$ cat src/rtl/carry_skip_subtractor_seq.sv
// carry_skip_subtractor_seq
// Block-serial two's-complement subtractor: diff = a - b - bin, one
// GROUP-bit carry-skip slice per clock, computed as a + ~b + ~bin.
// Optional build macro CSS_SKIP_COUNT_EN adds a skip_cnt output that counts
// the groups whose carry took the bypass path.
module carry_skip_subtractor_seq #(
  parameter int WIDTH = 16,
  parameter int GROUP = 4
) (
  input  logic             clk,
  input  logic             rst_n,
  input  logic             in_valid,
  output logic             in_ready,
  input  logic [WIDTH-1:0] a,
  input  logic [WIDTH-1:0] b,
  input  logic             bin,
  output logic             out_valid,
  input  logic             out_ready,
  output logic [WIDTH-1:0] diff,
  output logic             bout,
`ifdef CSS_SKIP_COUNT_EN
  output logic             ovf,
  output logic [$clog2(WIDTH/GROUP+1)-1:0] skip_cnt
`else
  output logic             ovf
`endif
);

  localparam int NG  = WIDTH / GROUP;
  localparam int IW  = (NG > 1) ? $clog2(NG) : 1;
  localparam int SCW = $clog2(NG + 1);

  if (GROUP < 1 || (WIDTH % GROUP) != 0) begin : g_cfg_err
    $error("carry_skip_subtractor_seq: WIDTH must be a positive multiple of GROUP");
  end

  typedef enum logic [1:0] {S_IDLE, S_BUSY, S_DONE} state_t;

  state_t           r_state, w_state_nxt;
  logic [WIDTH-1:0] r_a, r_b, r_diff;
  logic             r_a_msb, r_b_msb;
  logic             r_carry;
  logic             r_bout, r_ovf;
  logic [IW-1:0]    r_idx;
  logic [SCW-1:0]   r_skip_cnt;

  // Operands are shifted right each BUSY cycle so the active group always
  // sits in the low GROUP bits; the result shifts in from the top and is
  // fully aligned once the last group has been written.
  logic             w_accept, w_consume, w_last;
  logic [GROUP-1:0] w_a_g, w_bb_g, w_sum;
  logic [GROUP:0]   w_ripple;
  logic             w_p, w_cout;
  logic [WIDTH-1:0] w_diff_nxt;

  assign w_accept   = in_valid & in_ready;
  assign w_consume  = out_valid & out_ready;
  assign w_last     = (r_idx == IW'(NG - 1));
  assign w_a_g      = r_a[GROUP-1:0];
  assign w_bb_g     = ~r_b[GROUP-1:0];
  assign w_ripple   = {1'b0, w_a_g} + {1'b0, w_bb_g} + {{GROUP{1'b0}}, r_carry};
  assign w_sum      = w_ripple[GROUP-1:0];
  // Group propagate: when every bit propagates, carry-in passes straight out.
  assign w_p        = &(w_a_g ^ w_bb_g);
  assign w_cout     = w_p ? r_carry : w_ripple[GROUP];
  assign w_diff_nxt = WIDTH'({w_sum, r_diff} >> GROUP);

  assign diff = r_diff;
  assign bout = r_bout;
  assign ovf  = r_ovf;
`ifdef CSS_SKIP_COUNT_EN
  assign skip_cnt = r_skip_cnt;
`endif

  // State register
  always_ff @(posedge clk or negedge rst_n) begin
    if (!rst_n) r_state <= S_IDLE;
    else        r_state <= w_state_nxt;
  end

  // Next-state logic: IDLE -> BUSY on accept, BUSY -> DONE after last group,
  // DONE -> IDLE on consume (no accept on the consume edge).
  always_comb begin
    w_state_nxt = r_state;
    unique case (r_state)
      S_IDLE:  if (in_valid)  w_state_nxt = S_BUSY;
      S_BUSY:  if (w_last)    w_state_nxt = S_DONE;
      S_DONE:  if (out_ready) w_state_nxt = S_IDLE;
      default:                w_state_nxt = S_IDLE;
    endcase
  end

  // Handshake outputs decoded from state
  always_comb begin
    in_ready  = 1'b0;
    out_valid = 1'b0;
    unique case (r_state)
      S_IDLE:  in_ready  = 1'b1;
      S_DONE:  out_valid = 1'b1;
      default: ;
    endcase
  end

  // Datapath: capture operands on accept, then one skip group per BUSY cycle
  always_ff @(posedge clk or negedge rst_n) begin
    if (!rst_n) begin
      r_a        <= '0;
      r_b        <= '0;
      r_a_msb    <= 1'b0;
      r_b_msb    <= 1'b0;
      r_diff     <= '0;
      r_carry    <= 1'b0;
      r_idx      <= '0;
      r_bout     <= 1'b0;
      r_ovf      <= 1'b0;
      r_skip_cnt <= '0;
    end else if (w_accept) begin
      r_a        <= a;
      r_b        <= b;
      r_a_msb    <= a[WIDTH-1];
      r_b_msb    <= b[WIDTH-1];
      r_carry    <= ~bin;
      r_idx      <= '0;
      r_skip_cnt <= '0;
    end else if (r_state == S_BUSY) begin
      r_a        <= r_a >> GROUP;
      r_b        <= r_b >> GROUP;
      r_diff     <= w_diff_nxt;
      r_carry    <= w_cout;
      r_idx      <= r_idx + IW'(1);
      r_skip_cnt <= r_skip_cnt + SCW'(w_p);
      if (w_last) begin
        r_bout <= ~w_cout;
        r_ovf  <= (r_a_msb != r_b_msb) && (w_sum[GROUP-1] != r_a_msb);
      end
    end
  end

`ifndef CSS_SKIP_COUNT_EN
  // Counter only feeds the optional port; keep it referenced in lean builds.
  logic w_unused_skip;
  assign w_unused_skip = ^r_skip_cnt ^ w_consume;
`else
  logic w_unused_consume;
  assign w_unused_consume = w_consume;
`endif

endmodule

$ cat config.mk
export PLATFORM = sky130hd
export DESIGN_NAME = carry_skip_subtractor_seq
export DESIGN_NICKNAME = d
export VERILOG_FILES = /design/src/rtl/carry_skip_subtractor_seq.sv
export SDC_FILE = /design/constraint.sdc
export NUM_CORES = 1
export LEC_CHECK = 0
export CAP_MARGIN = 40
export CORE_MARGIN = 5
export CORE_UTILIZATION = 53
export CTS_BUF_LIST = sky130_fd_sc_hd__clkbuf_16
export CTS_CLUSTER_DIAMETER = 100
export DETAILED_ROUTE_END_ITERATION = 16
export GPL_ROUTABILITY_DRIVEN = 0
export HOLD_SLACK_MARGIN = 0.06
export PLACE_DENSITY = 0.94
export SLEW_MARGIN = 30
export SYNTH_ARGS = -nofsm -noshare
export SYNTH_HDL_FRONTEND = slang
export SYNTH_SLANG_ARGS = --single-unit
$ cat constraint.sdc
create_clock -name clk -period 3.55 [get_ports clk]
set_input_delay 0.5325 -clock clk [delete_from_list [all_inputs] [get_ports clk]]
set_output_delay 0.5325 -clock clk [all_outputs]
set_load 0.01 [all_outputs]
### Yosys cells after proc, flatten, opt, wreduce, memory -nomap -nowiden

Index checks and enable logic that the tools add are counted.

| word-level totals | value |
|---|---|
| register bits | 57 |
| word-level logic and storage cells | 49 |

| cells by class | value |
|---|---|
| add/subtract/negate cells | 3 |
| eq/ne operators | 8 |
| muxes and demuxes | 15 |
| bitwise operators | 6 |
| reductions and logical operators | 7 |

Operators with widths:

| operator | count |
|---|---|
| 16-bit 2-to-1 mux | 4 |
| 2-bit 2-to-1 mux | 5 |
| 2-bit inequality test, second input constant | 3 |
| 2-bit one-hot mux with 3 select lines | 1 |
| 3-bit AND reduction | 2 |
| 4-bit by 4-bit adder with 5-bit output | 1 |
| 5-bit by 1-bit adder with 5-bit output | 1 |
| 1-bit 2-to-1 mux | 5 |
| 2-bit equality test, second input constant | 2 |
| 4-bit inverter | 1 |
| 4-bit AND reduction | 1 |
| 4-bit XOR | 1 |
| 1-bit inverter | 3 |
| 2-bit by 1-bit adder with 2-bit output, second input constant | 1 |
| 2-bit by 1-bit equality test with 1-bit output, second input constant | 1 |
| 2-bit zero test | 1 |
| 1-bit inequality test | 2 |
| 2-bit AND reduction | 1 |
| 2-bit nonzero test | 1 |
| 1-bit AND | 1 |
| 1-bit logical AND | 1 |

### Depth between registers and ports, before layout

| logic depth | value |
|---|---|
| depth in word-level cells | 6 |
| depth in mapped cells | 7 |

### Worst setup path before layout

No wires, ideal clock.

| timing path | value |
|---|---|
| path type | register -> register |
| from | register r_a[0] |
| to | register with a tool-made name |
| data arrival time | 1.845 ns |
| data required time | 3.424 ns |
| slack | 1.579 ns |
| stages on the path, launching flop included | 7 |
| path buffers | 0 |
| clock period less this slack | 1.971 ns |
| path through | dfrtp_1 > fa_1 > fa_1 > a21o_2 > a21oi_1 > a311o_1 > o21ai_0 |

RTL lines:

| item | line | RTL |
|---|---|---|
| start: declaration | 40 | `logic [WIDTH-1:0] r_a, r_b, r_diff;` |
| start signal: assignment | 126 | `r_a <= r_a >> GROUP;` |

==> impl_results.md <==
- Status: complete, no violations
- DR vias: 2089
- Worst-skew pair later-pin latency: 320 ps
- Vias in the first global route: 2133
- Num CTS Buffers: 9
- First-pass GRT wire length: 10160 um
- # clock sinks: 57
- Yosys warnings: 0
- Final min period: 2118 ps
- Die width: 78.53 um
- CTS tree: yes
- Post-route ant nets: 0
- Clk pin slew, worst setup/hold paths: 50 ps
- Final Core Density: 0.7286
- Share of layout cells above drive strength 1: 0.08125
- Leakage: 1.618 nW
- DR pass1 iterations: 4
- Setup Buffers After CTS: 0
- Synthesized area per cell: approximately 9.6 sq um
- Max stage delay on crit path: 470 ps
- Die ar.: roughly 0.006 sq mm
- Final instance area: 0.003373 sq mm
- Setup_tns: 0 ps
- Hold Buf Count CTS: 0
- RSZ-0062 raised after global routing: no
- HPWL Detailed: 3977 um
- Post-Syn Area: between 0.002 and 0.0025 sq mm
- Port Buffers: 56
- Relative slew slack: 0.5460
- Crit-path slowest cell: fa_1
- Most used cell, CP: fa_1
- GR Overflow Total: 0
- PwrDens: a little over 1000 mW/mm^2
- Post-synth EDFFs: 0
- Gr usage total: 0.2208
- CP Data Required Time: 3750 ps
- Setup violators final: 0
- Net Count, Synth: around 300
- Worst EP arrival: 2320 ps
- Initial Util: 0.5376
- Fmax: approximately 470 MHz
- Core area: 0.004629 sq mm
- Final hold slack: ~240 ps
- Dpl ws: 1375 ps
- #FFs+latches synth: 57
- Cells after DPL: 359
- Leading area contributor after synthesis: dfrtp_1
- Site row count: 25
- Synth top area share: 0.5732
- Synth top area cells: dfrtp_1, nand2_1, a22oi_1
- CP Capture Type: flop
- Post-DP Area: 0.003097 sq mm
- Power, Total: 3.418 mW
- Nets@finish: 360
- Vias/cell: 5.586
- Final period utilization: 0.5967
- Initial drt markers: 155
- Die Span Y: 78.53 um
- Post-CTS Resized: 0
- Sw Share: 0.3809
- Max cap viols: 0
- Routed length per instance: 16.54 um
- Setup CP Type: flop to flop
- P&R area growth vs syn: 35.55%
- Int Power: 2.116 mW
- Top Ports: 57
- CTS H-tree lvls: 3
- Prevailing post-synth register cell: dfrtp_1
- Sw Pwr: 1.302 mW
- Max FO, Critical Path: 3
- Bufs and invs on worst path: 0
- Maximum VDD drop: 484.8 uV
- Async SR Flop Fraction: 1.000
- Setup slack after layout: 1432 ps
- Sequential share of power: 0.333
- Power share of the clock group: 0.234
- Layout Cells excl Fill: 374
- CP Cell Sequence: fa_1 -> fa_1 -> a21o_2 -> a21oi_1 -> a311o_1 -> o21ai_0
- Root buf cell: clkbuf_16
- Largest net degree at the start of global routing: between 40 and 50
- Comb pwr share: 0.433
- Netlist cell types: 29
- Crit path launch type: flop
- Final Max Tran Viols: 0
- Clock skew: 5.370 ps
- Most frequent cell after synthesis: nand2_1
- Post-Route WL: 6185 um
- Number of antenna violations at the first check in global routing: 0
- N_diodes: 0
- CTS Buffer Depth: 2
- Largest delay contributor family on the critical path: adder cells
- Syn Inst Count: 260
- Top cells by count, synth: nand2_1, dfrtp_1, a22oi_1, o21ai_0, clkbuf_1
- Worst Hold Class: primary input to asynchronous set/reset pin
- Register area share after synthesis: 0.5732
- Worst Max-Slew Pin Slew: 679.6 ps
- Drt drc: 0
- Fin. Hold Viols: 0
registers in the layout, summed over array words and instances, names as in the netlist, named ones only:
name and flops:
r_b 16, ovf 1, r_a 16, r_a_msb 1
r_state 2, diff 16, r_b_msb 1, bout 1
r_idx 2
area by class of cell:
type	instances	area (sq um)
clock inverters	6	51.30
well taps	54	67.56
clock buffers	9	225.2
multi-input cells	181	983.4
flip-flops and latches	57	1426
inverters	6	22.52
repair buffers	61	596.8
fillers	323	1256
metal layers:
metal  share of wire  global-route usage  vias to the layer above
li1                -                   -                      983
met5               0                   0                        -
met4           0.021              0.1014                        0
met2            0.52              0.3625                       80
met1            0.40              0.2604                     1015
met3           0.063             0.07569                       11
power groups by stage:
stage	Combinational [mW]	Clock, mW	Sequential, mW
after floorplan	0.907	0	1.13
after global placement	1.36	0	1.12
after detailed placement	1.44	0	1.14
after CTS	1.48	0.807	1.14
after global routing	1.64	0.842	1.17
final	1.48	0.799	1.14
cell families (layout without fill, tap and decap cells):
kind of cell	count (synthesis)	after routing	share of synthesized area
adder cells (fa/ha/maj)	7	7	0.04123
XOR/XNOR	1	1	0.003520
AND/OR/NAND/NOR	123	123	0.2006
multiplexers	1	1	0.004525
AO/OA/AOI/OAI	49	49	0.1403
flip-flops	57	57	0.5732
buffers and inverters	22	82	0.03670
layout by cell type (no fill, tap or decap), types with 2 or more instances in the layout:
cell and instances:
nand2b_1 2, o21ai_0 14, ha_1 5, a22oi_1 20, nor3_1 4, clkdlybuf4s50_1 55
nand4_1 2, a21oi_1 4, nor2_1 4, a21o_2 2, clkbuf_16 9, clkinv_1 2
nand2_1 106, fa_1 2, dfrtp_1 57, inv_1 7, a221o_1 4, buf_4 4
clkinv_2 2
path summary, 6_finish.rpt:
kind                       startpoint  endpoint  slack, ps  cells after the start
setup / recovery               r_a[0]      flop       1430                      6
hold / removal                  rst_n    r_b[7]        240                      1
setup reg to reg               r_a[0]      flop       1430                      6
hold reg to reg               diff[1]   diff[1]        470                      2
max in group asynchronous       rst_n   r_a[10]       2500                      2
min in group clk              diff[1]   diff[1]        470                      2
Note: power is estimated with default switching activity, not from simulation.
==> RTL edit: new RTL, config.mk and constraints unchanged <==
Encoding of `state_t`: now one-hot (3 bits for 3 states).
--- a/src/rtl/carry_skip_subtractor_seq.sv
+++ b/src/rtl/carry_skip_subtractor_seq.sv
@@ -35,5 +35,5 @@
   end
 
-  typedef enum logic [1:0] {S_IDLE, S_BUSY, S_DONE} state_t;
+  typedef enum logic [2:0] {S_IDLE = 3'b001, S_BUSY = 3'b010, S_DONE = 3'b100} state_t;
 
   state_t           r_state, w_state_nxt;
Check against the original RTL: no difference found for any inputs over 10 cycles, from zero or initial values and one cycle with rst_n low; not proved beyond that.
==> RTL edit against the unedited design <==
  * Final cell count rose by 4.0%
  * Worst hold slack got worse by 0.12 ns
  * Clock skew fell by 0.00055 ns
  * Sequential cell count rose by 1
  * Die area rose by 5.4%
  * Via count fell by 1.7%
  * Maximum frequency fell by 4.9%
  * Worst setup slack got worse by 0.11 ns
  * Global-route usage fell by 3.1 points
  * Design area rose by 4.3%
  * Core utilization rose by 0.63 points
  * Total power fell by 10%
  * Wire length fell by 11%
  * Synthesized area rose by 6.2%
==> RTL edit: results (changes against the unedited design) <==
{| class="wikitable"
! Metric !! Value
|-
| Inserted Diodes || 0 (unchanged)
|-
| Count of buffers added by post-CTS timing repair for setup || 0 (unchanged)
|-
| Layout Nets || 361 (+0.28%)
|-
| Launching element of the worst setup path || r_state[2]
|-
| Pleak || 0.00175 uW (+7.9%)
|-
| DP Area || 3240 um^2 (+4.5%)
|-
| Cell depth of the worst flop-to-flop path || 8 (+2)
|-
| Run status || finished, final reports clean
|-
| Wire length of the first global-routing pass || 9320 um (-8.3%)
|-
| Fill cell total of the finished layout || 345 (+6.8%)
|-
| Data arrival time of the critical path || 1.70 ns (-0.62 ns)
|-
| Crit path max-delay family || buffers and inverters
|-
| Ranking of synthesized cells by instance count || nand2_1, dfrtp_1, mux2i_1, o21ai_0, inv_1
|-
| Mean Syn Cell Area || 10.2 um^2 (+6.2%)
|-
| Post-cts resize count || 0 (unchanged)
|-
| H-tree Lvls || 3 (unchanged)
|-
| Delay of the slowest cell on the worst path || 0.58 ns (+0.11 ns)
|-
| Deepest clock path buffer count || 2 (unchanged)
|-
| HP Class || primary input to asynchronous set/reset pin
|-
| Net count after synthesis || 304 (unchanged)
|-
| Antenna violations before repair || 0 (unchanged)
|-
| Worst setup slack for register-to-register paths || 1.48 ns (+0.05 ns)
|-
| Endpoint of the most critical setup path || out_valid
|-
| Combined global-route utilization of all metal layers || 19.0% (-3.1 points)
|-
| Slew Viols, Final || 0 (unchanged)
|-
| Number of warnings reported in the yosys synthesis log || 0 (unchanged)
|-
| Total clock buffers created by CTS || 9 (unchanged)
|-
| Router iterations before antenna repair || 7 (+3)
|-
| Count of maximum capacitance violations || 0 (unchanged)
|-
| CTS root buffer || clkbuf_16
|-
| Worst skew pair latency || 0.32 ns (about the same)
|-
| Total of buffers placed on input and output ports || 56 (unchanged)
|-
| Fraction of registers with async set/reset || 100% (unchanged)
|-
| Proportion of synthesized chip area in sequential cells || 55.0% (-2.3 points)
|-
| Most used flip-flop cell after synthesis || dfrtp_1
|-
| Final Instance Count excl. Fillers || 389 (+4.0%)
|-
| Total number of vias || 2053 (-1.7%)
|-
| Slowest stage cell on the critical path || clkdlybuf4s50_1
|-
| CP Max Fanout || 9 (+6)
|-
| Post-detailed-placement half-perimeter wirelength || 3700 um (-7.0%)
|-
| Most area-consuming cells after synthesis || dfrtp_1, nand2_1, mux2i_1
|-
| Fraction of final layout cells with drive strength greater than 1 || 8.07% (-0.050 points)
|-
| Sum of routed wire length over all layers || 5510 um (-11%)
|-
| Worst Clk Skew || 0.00482 ns (-0.000554 ns)
|-
| Number of DRC markers in iteration 0 || 115 (-26%)
|-
| Cell count after placement || 372 (+3.6%)
|-
| Relative slew margins || 51.1% (-3.5 points)
|-
| Largest net degree at the start of global routing || 38 (-19%)
|-
| Number of distinct library cells after synthesis || 31 (+6.9%)
|-
| Launching point of the worst reg2reg path || r_a[0]
|-
| Clock transition at the registers of the reported paths || 0.05 ns (about the same)
|-
| Share of Yosys cell area claimed by the top area cell type || 54.0% (-3.3 points)
|-
| Vias in the first global route || 2038 (-4.5%)
|-
| Peak supply drop || 0.000423 V (-13%)
|}
[RTL edit: cell types whose count changed after synthesis, sizes merged, moves of 2 or more]
cell / change
nand2: -31
a22oi: -20
mux2i: +18
o21ai: +15
inv: +11
a222oi: +8
a221o: -4
nor3: -4
clkbuf: -3
nor2: +3
a21oi: +2
buf: +2
[RTL edit: per-layer routing]
| layer | track usage, % | part of all wire [%] | up-vias | wire length (um) |
|---|---|---|---|---|
| li1 | - | - | 980 | - |
| met1 | 22.1 | 40 | 995 | 2220 |
| met2 | 32.1 | 51 | 66 | 2790 |
| met3 | 6.17 | 7.3 | 12 | 402 |
| met4 | 7.60 | 1.7 | 0 | 95 |
| met5 | 0 | 0 | - | 0 |
[RTL edit: where the power goes]
part	switching [uW]	total, uW	internal [uW]	leakage, uW
logic	587	1180	589	0.000879
registers	204	1160	960	0.000732
clock network	273	727	454	0.000134
[RTL edit: how the worst min path moves through the flow]
stage | end | slack, ns
after CTS | ovf | 0.33
final | diff[2] | 0.12
after global placement | diff[0] | 0.46
after global routing | diff[2] | 0.14
after detailed placement | diff[0] | 0.46
after floorplan | asynchronous set/reset pin | 0.24
[RTL edit: stage by stage]
stage	hold slack [ns]	worst slack, ns	util, %
after global routing	0.140	1.20	73.5
after CTS	0.327	1.29	72.9
after detailed placement	0.462	1.18	67.6
after floorplan	0.237	1.69	-
final	0.121	1.32	73.5
after global placement	0.456	1.23	67.0
[RTL edit: layout make-up]
type                       instances  area [um^2]  area share, %
clock inverter                     7         28.8          0.818
timing repair buffer              61          629           17.9
tap                               67         83.8           2.38
clock buffer                       9          225           6.40
multi-input combinational        170         1030           29.4
inverter                          17         63.8           1.81
sequential                        58         1450           41.3
[RTL edit: cells by family after synthesis]
family / count (synthesis) / share of synthesized area [%]
and+or+nand+nor: 90 / 14.6
muxes: 20 / 7.67
DFF: 58 / 55.0
adders and majority gates: 7 / 3.88
buffers and inverters: 32 / 6.11
AOI/OAI and AO/OA: 50 / 11.7
xor gates and xnor gates: 3 / 0.994
